$ cat src/rtl/imem_loader_if.sv
// Byte-stream input and instruction-memory port bundle for the image loader.
// The loader takes the slave side; the producer/memory environment takes the master side.
interface imem_loader_if;
   logic        in_valid;
   logic        in_ready;
   logic [7:0]  in_data;
   logic        in_last;
   logic [31:0] fetch_address;
   logic [31:0] mem_address;
   logic        mem_read_write;
   logic [31:0] mem_data_in;

   modport master (
      output in_valid, in_data, in_last, fetch_address,
      input  in_ready, mem_address, mem_read_write, mem_data_in
   );

   modport slave (
      input  in_valid, in_data, in_last, fetch_address,
      output in_ready, mem_address, mem_read_write, mem_data_in
   );
endinterface

$ cat src/rtl/imem_loader.sv
// Packs a little-endian byte stream into 32-bit words and writes them into imemory
// from BASE_ADDR upward; outside of WRITE the core fetch address owns the memory port.
module imem_loader #(
   parameter logic [31:0] BASE_ADDR = 32'h01000000,
   parameter int          MAX_WORDS = 1024
) (
   input  logic          clock,
   input  logic          reset,
   input  logic          start,
   imem_loader_if.slave  bus,
   output logic          busy,
   output logic          done,
   output logic          error,
   output logic [31:0]   word_count
);

   localparam logic [31:0] LP_MAX_WORDS = 32'(MAX_WORDS);

   typedef enum logic [2:0] {
      S_IDLE,
      S_RECV,
      S_WRITE,
      S_DONE,
      S_ERR
   } state_t;

   state_t      r_state;
   state_t      w_state_nxt;

   logic [31:0] r_ptr;
   logic [31:0] r_count;
   logic [31:0] r_buf;
   logic [1:0]  r_byte_idx;
   logic        r_last;

   logic        w_in_ready;
   logic        w_write_en;
   logic        w_busy;
   logic        w_done;
   logic        w_error;
   logic        w_accept;
   logic        w_word_end;
   logic        w_room;
   logic        w_load;

   assign w_accept   = bus.in_valid && w_in_ready;
   assign w_word_end = w_accept && ((r_byte_idx == 2'd3) || bus.in_last);
   assign w_room     = (r_count < LP_MAX_WORDS);
   assign w_load     = start && ((r_state == S_IDLE) || (r_state == S_DONE));

   always_ff @(posedge clock) begin
      if (reset) begin
         r_state <= S_IDLE;
      end else begin
         r_state <= w_state_nxt;
      end
   end

   // in_ready depends only on r_state, never on in_valid
   always_comb begin
      w_state_nxt = r_state;
      w_in_ready  = 1'b0;
      w_write_en  = 1'b0;
      w_busy      = 1'b0;
      w_done      = 1'b0;
      w_error     = 1'b0;
      case (r_state)
         S_IDLE: begin
            if (start) begin
               w_state_nxt = S_RECV;
            end
         end
         S_RECV: begin
            w_in_ready = 1'b1;
            w_busy     = 1'b1;
            if (w_word_end) begin
               w_state_nxt = S_WRITE;
            end
         end
         S_WRITE: begin
            w_busy = 1'b1;
            if (w_room) begin
               w_write_en  = 1'b1;
               w_state_nxt = r_last ? S_DONE : S_RECV;
            end else begin
               w_state_nxt = S_ERR;
            end
         end
         S_DONE: begin
            w_done = 1'b1;
            if (start) begin
               w_state_nxt = S_RECV;
            end
         end
         S_ERR: begin
            w_error = 1'b1;
         end
         default: begin
            w_state_nxt = S_IDLE;
         end
      endcase
   end

   // The three update sources are mutually exclusive by state
   always_ff @(posedge clock) begin
      if (reset) begin
         r_ptr      <= BASE_ADDR;
         r_count    <= 32'd0;
         r_buf      <= 32'd0;
         r_byte_idx <= 2'd0;
         r_last     <= 1'b0;
      end else if (w_load) begin
         r_ptr      <= BASE_ADDR;
         r_count    <= 32'd0;
         r_buf      <= 32'd0;
         r_byte_idx <= 2'd0;
         r_last     <= 1'b0;
      end else if (w_accept) begin
         r_buf[{r_byte_idx, 3'b000} +: 8] <= bus.in_data;
         r_byte_idx                        <= r_byte_idx + 2'd1;
         if (w_word_end) begin
            r_last <= bus.in_last;
         end
      end else if (w_write_en) begin
         r_ptr      <= r_ptr + 32'd4;
         r_count    <= r_count + 32'd1;
         r_buf      <= 32'd0;
         r_byte_idx <= 2'd0;
      end
   end

   assign bus.in_ready       = w_in_ready;
   assign bus.mem_read_write = w_write_en;
   assign bus.mem_address    = (r_state == S_WRITE) ? r_ptr : bus.fetch_address;
   assign bus.mem_data_in    = r_buf;

   assign busy       = w_busy;
   assign done       = w_done;
   assign error      = w_error;
   assign word_count = r_count;

endmodule

$ cat src/flat_wrapper.sv
// flat-port wrapper written by rule: the top's interface ports become plain ports
module imem_loader_flat 
#(
   parameter logic [31:0] BASE_ADDR = 32'h01000000,
   parameter int          MAX_WORDS = 1024
)
  (clock, reset, start, busy, done, error, word_count, bus_in_valid, bus_in_data, bus_in_last, bus_fetch_address, bus_in_ready, bus_mem_address, bus_mem_read_write, bus_mem_data_in);
  imem_loader_if bus_i ();
  input  logic clock;
  input  logic reset;
  input  logic start;
  output logic busy;
  output logic done;
  output logic error;
  output logic [31:0] word_count;
  input wire logic [$bits(bus_i.in_valid)-1:0] bus_in_valid;
  input wire logic [$bits(bus_i.in_data)-1:0] bus_in_data;
  input wire logic [$bits(bus_i.in_last)-1:0] bus_in_last;
  input wire logic [$bits(bus_i.fetch_address)-1:0] bus_fetch_address;
  output wire logic [$bits(bus_i.in_ready)-1:0] bus_in_ready;
  output wire logic [$bits(bus_i.mem_address)-1:0] bus_mem_address;
  output wire logic [$bits(bus_i.mem_read_write)-1:0] bus_mem_read_write;
  output wire logic [$bits(bus_i.mem_data_in)-1:0] bus_mem_data_in;
  assign bus_i.in_valid = bus_in_valid;
  assign bus_i.in_data = bus_in_data;
  assign bus_i.in_last = bus_in_last;
  assign bus_i.fetch_address = bus_fetch_address;
  assign bus_in_ready = bus_i.in_ready;
  assign bus_mem_address = bus_i.mem_address;
  assign bus_mem_read_write = bus_i.mem_read_write;
  assign bus_mem_data_in = bus_i.mem_data_in;
  imem_loader #(.BASE_ADDR(BASE_ADDR), .MAX_WORDS(MAX_WORDS)) u_core (.clock(clock), .reset(reset), .start(start), .bus(bus_i), .busy(busy), .done(done), .error(error), .word_count(word_count));
endmodule
$ cat config.mk
export PLATFORM = sky130hd
export DESIGN_NAME = imem_loader_flat
export DESIGN_NICKNAME = d
export VERILOG_FILES = /design/src/rtl/imem_loader_if.sv /design/src/rtl/imem_loader.sv /design/src/flat_wrapper.sv
export SDC_FILE = /design/constraint.sdc
export NUM_CORES = 1
export LEC_CHECK = 0
export CORE_MARGIN = 5
export CORE_UTILIZATION = 42
export CTS_CLUSTER_SIZE = 12
export DETAILED_ROUTE_END_ITERATION = 7
export GPL_TIMING_DRIVEN = 0
export PLACE_DENSITY = 0.77
export RECOVER_POWER = 100
export SYNTH_ARGS = -nofsm -noshare
export SYNTH_HDL_FRONTEND = slang
export SYNTH_SLANG_ARGS = --single-unit
export TNS_END_PERCENT = 50
$ cat constraint.sdc
create_clock -name clock -period 2.06 [get_ports clock]
set_input_delay 0.412 -clock clock [delete_from_list [all_inputs] [get_ports clock]]
set_output_delay 0.412 -clock clock [all_outputs]
set_load 0.02 [all_outputs]
# Yosys cells after proc, flatten, opt, wreduce, memory -nomap -nowiden

Index checks and enable logic that the tools add are counted.
W data, S select, Z words.

$lt $le $gt $ge: 1
Eq/ne operators: 7
Reduce and logical (&&, ||, !) cells: 13
Shift operators: 2
$add $sub $neg: 4
Multiplexer cells: 17
Bitwise gates (word level): 2

Operators with widths:

| cell                     | number |
|---|---|
| $mux W32                 | 3 |
| $add A32 B1 Y32 const B  | 1 |
| $add A32 B3 Y32 const B  | 1 |
| $bwmux W32               | 1 |
| $lt A32 B11 Y1 const B   | 1 |
| $shift A8 B7 Y32 const A | 1 |
| $shiftx A8 B7 Y32        | 1 |
| $pmux W3 S4              | 1 |
| $mux W3                  | 3 |
| $neg A5 Y7               | 1 |
| $eq A3 B2 Y1 const B     | 2 |
| $mux W1                  | 6 |
| $mux W2                  | 3 |
| $reduce_or A2 Y1         | 3 |
| $ne A2 B1 Y1 const B     | 2 |
| $reduce_and A2 Y1        | 2 |
| $eq A3 B1 Y1 const B     | 1 |
| $eq A3 B3 Y1 const B     | 1 |
| $logic_and A1 B1 Y1      | 3 |
| $logic_not A3 Y1         | 1 |
| $reduce_and A3 Y1        | 1 |
| $add A2 B1 Y2 const B    | 1 |
| $eq A2 B2 Y1 const B     | 1 |
| $logic_or A1 B1 Y1       | 2 |
| 2 further kinds          | 3 |

Output and inout port bits: 101
Input port bits: 45
Word-level logic and storage cells: 52
Bits in registers: 102

# Longest topological paths before layout

Depth after elaboration: 6
Gate-level depth with buffers: 8

# Worst setup path after synthesis

No wires, ideal clock.

Path type: reg2out
Start: register u_core.r_state[0]
End: output port busy
Data arrival time: 1,678 ps
Cell stages (with the launch flop): 7
Slack: -30 ps
Path through: dfxtp_1 clkbuf_1 nand2b_1 or2_2 clkbuf_1 clkbuf_1 o21ai_0

Word-level cells in the longest chain between the ends: 3

Ends and longest elaborated chain:

| what                                                | line               | source |
|---|---|---|
| from (decl)                                         | imem_loader.sv:27  | `state_t r_state;` |
| from (signal assigned)                              | imem_loader.sv:55  | `r_state <= w_state_nxt;` |
| $eq A3 B1 Y1 / $eq A3 B2 Y1 (equally long branches) | imem_loader.sv:67  | `case (r_state)` |
| $reduce_or A2 Y1 (no line) (*)                      | n/a                |  |
| $mux W1 (*)                                         | imem_loader.sv:67  |  |
| to (decl)                                           | flat_wrapper.sv:12 | `output logic busy;` |

Every way passes the cells marked *; elsewhere a longest branch is shown, timed or not.

# Worst setup path after layout

Start: register u_core.r_state[0]
End: output port bus_mem_address[29]

Word-level cells in the longest chain between the ends: 2

Ends and longest elaborated chain:

| what         | line               | source |
|---|---|---|
| $eq A3 B2 Y1 | imem_loader.sv:134 | `assign bus.mem_address = (r_state == S_WRITE) ? r_ptr : bus.fetch_address;` |
| $mux W32     | imem_loader.sv:134 |  |
| to (decl)    | flat_wrapper.sv:21 | `output wire logic [$bits(bus_i.mem_address)-1:0] bus_mem_address;` |

No other way between the ends.

==> summary.txt <==
Finish
  – Share of layout cells above drive strength 1: 30.2%
  – Area grow syn2layout: 65.0%
  – # fillers: 770
  – Final net count: 815
  – Commonest non-fill, non-tap cell in the layout: clkdlybuf4s50_1
  – Diode count: 0
  – Most frequent cells in the layout: clkdlybuf4s50_1, dfxtp_1, nand2_1
  – Final Cell Area: 7440 um^2

STA
  – Tcrit/Tclk final: 106%
  – Setup-failing EPs final: 43
  – Tmin final: 2.18 ns
  – Slew HR: 53.0%
  – Unrepaired setup endpoints after global routing: true
  – Hold Fails Final Rpt: 0
  – FMAX: 459 MHz
  – Post-Route Skew: 0.0189 ns
  – Count of final max-slew check failures: 0
  – Setup TNS: -2.91 ns
  – Slew @ Worst Pin: 0.704 ns
  – Final setup margin: -0.120 ns

Global routing
  – GRT Total Usage: 24.3%
  – Antenna violations before repair: 0
  – Grt ovf: 0
  – First-pass GRT wire length: 25600 um
  – Largest net degree at the start of global routing: 19
  – Vias in the first global route: 5100

Synth
  – Main synth FF type: dfxtp_1
  – EDFF count, synth: 0
  – Syn Inst Count: 569
  – Post-Syn Area: 4510 um^2
  – Synth async-reset ratio: 0%
  – Post-Syn Area per Cell: 7.92 um^2
  – Synth Net Count: 621
  – Yosys synthesis warning count: 0
  – Sequential fraction of the synthesis area: 44.4%
  – Synth Register Bits: 100
  – Netlist cell types: 46

Detailed routing
  – Initial DRT Pass Iterations: 5
  – Vias per cell: 5.80
  – DRT iter0 DRCs: 433
  – Drt drc: 0
  – Routed Antenna Nets: 0
  – WL final: 16800 um
  – Vias: 5244
  – Wire length per cell: 18.6 um

Critical path
  – Worst EP required: 1.65 ns
  – CP Class: reg2out
  – Largest fanout on the critical path: 7
  – Startpoint types: flop
  – CP endpoint kind: output port
  – Arrival @ worst endpoint: 1.77 ns

Floorplanning
  – Core Region: 10400 um^2
  – Die area: 12900 um^2
  – DIE WIDTH: 114 um
  – IO Count: 146
  – Initial Util: 43.3%
  – Die Y: 114 um
  – FP Rows: 37

Clocking
  – Maximum buffer depth of the clock tree: 2
  – H-tree Lvls: 3
  – Clock Pin Slew Worst Setup and Hold Paths: 0.10 ns
  – Cts hold-fix bufs: 0
  – Clock latency on the worst-skew pair: 0.38 ns
  – # clock sinks: 100
  – Num CTS Buffers: 9
  – CTS tree: yes
  – CTS root buf: clkbuf_8

Run
  – Max-cap violations: 0

Power
  – Pwr/cell area: 505 nW/um^2
  – Leak Pwr: 2.74 nW
  – Worst IR drop on VDD: 0.000374 V

Placed design
  – Routability cong.: 0.879
  – Placed inst area: 6130 um^2
  – Buffers added on ports: 145
  – DP Wirelength: 10600 um

Run status
  – Status: finished, violations left
  – Failing checks: negative setup slack

Worst hold path
  – Hold Crit Class: reg2reg
cells by family after synthesis:
kind of cell             count (synthesis)  share of synthesized area (%)
AO/OA/AOI/OAI                          109                           14.6
adder cells (fa/ha/maj)                  7                           1.94
multiplexers                             3                          0.722
AND/OR/NAND/NOR                        293                           32.4
XOR/XNOR                                 9                           1.75
buffers and inverters                   48                           4.14
flip-flops                             100                           44.4
cells in the mapped netlist (all sizes together) (3+ instances only):
cell type | count | area, um^2
nand2 | 115 | 432
dfxtp | 100 | 2000
a21oi | 50 | 250
nor2 | 39 | 146
nand3 | 31 | 155
clkbuf | 30 | 113
and2 | 25 | 156
o21ai | 23 | 115
nand4 | 18 | 119
a32oi | 16 | 140
or3 | 14 | 87.6
or4 | 13 | 97.6
inv | 10 | 37.5
o31ai | 10 | 75.1
nor4 | 8 | 50.1
buf | 7 | 32.5
ha | 7 | 87.6
nor3 | 7 | 35.0
xnor2 | 7 | 61.3
and4 | 6 | 52.6
nor2b | 3 | 18.8
or2 | 3 | 18.8
report_power, final:
group	internal (mW)	leakage, nW	switching (mW)
sequential	1.93	0.822	0.00899
combinational	0.246	1.82	0.261
clock	0.578	0.0980	0.736
what timing repair did:
item / CTS / global route
setup endpoints to repair: 109 / 99
gates cloned: 4 / 2
setup buffers: 19 / 22
resized for setup: 320 / 108
pin swaps: 46 / 30
registers in the layout (all words and copies together) (netlist names):
signal,count
u_core.bus.mem_data_in,32
u_core.word_count,32
u_core.r_ptr,30
u_core.r_state,3
u_core.r_byte_idx,2
u_core.r_last,1
routing by layer:
| layer | share of wire, % | global-route usage, % |
|---|---|---|
| met5 | 0 | 0 |
| met4 | 3.3 | 8.81 |
| met3 | 9.4 | 5.41 |
| met2 | 50 | 42.6 |
| met1 | 38 | 28.9 |
critical path: stages (launching register included):
cell       delay [ns]
dfxtp_4          0.37
nand2b_4         0.14
or2_4            0.28
clkbuf_16        0.19
clkbuf_16        0.18
nand2_2          0.07
nand2_2          0.05
buf_6            0.12
area by class of cell:
class                           instances  area (um^2)  share of cell area [%]
Sequential cell                       100         2060                    27.7
Multi-Input combinational cell        421         2810                    37.7
Clock buffer                            9          124                    1.66
Clock inverter                          7         82.6                    1.11
Tap cell                              136          170                    2.29
Timing Repair Buffer                  190         1900                    25.5
Buffer                                 30          251                    3.38
Inverter                               11         46.3                   0.622
path summary, 6_finish.rpt:
path                                   from                   endpoint  slack (ns)  depth (start not counted)
hold reg to reg   u_core.bus.mem_data_in[4]  u_core.bus.mem_data_in[4]        0.47                          2
setup reg to reg      u_core.word_count[18]           u_core.r_ptr[22]       -0.12                          7
setup / recovery          u_core.r_state[0]        bus_mem_address[29]       -0.12                          7
hold / removal    u_core.bus.mem_data_in[4]  u_core.bus.mem_data_in[4]        0.47                          2
through the flow:
step / hold slack (ns) / utilization (%) / setup slack [ns] / cells / total power [mW]
2_1_floorplan: 0.457 / - / 0.0240 / 569 / 2.17
3_3_place_gp: 0.454 / 58.8 / -1.09 / 850 / 2.39
3_5_place_dp: 0.460 / 58.8 / -1.17 / 850 / 2.40
4_1_cts: 0.475 / 66.8 / -0.130 / 885 / 3.74
5_1_grt: 0.491 / 71.4 / -0.176 / 904 / 3.91
6_report: 0.471 / 71.4 / -0.120 / 904 / 3.76
Power figures use the tool's default switching activity.
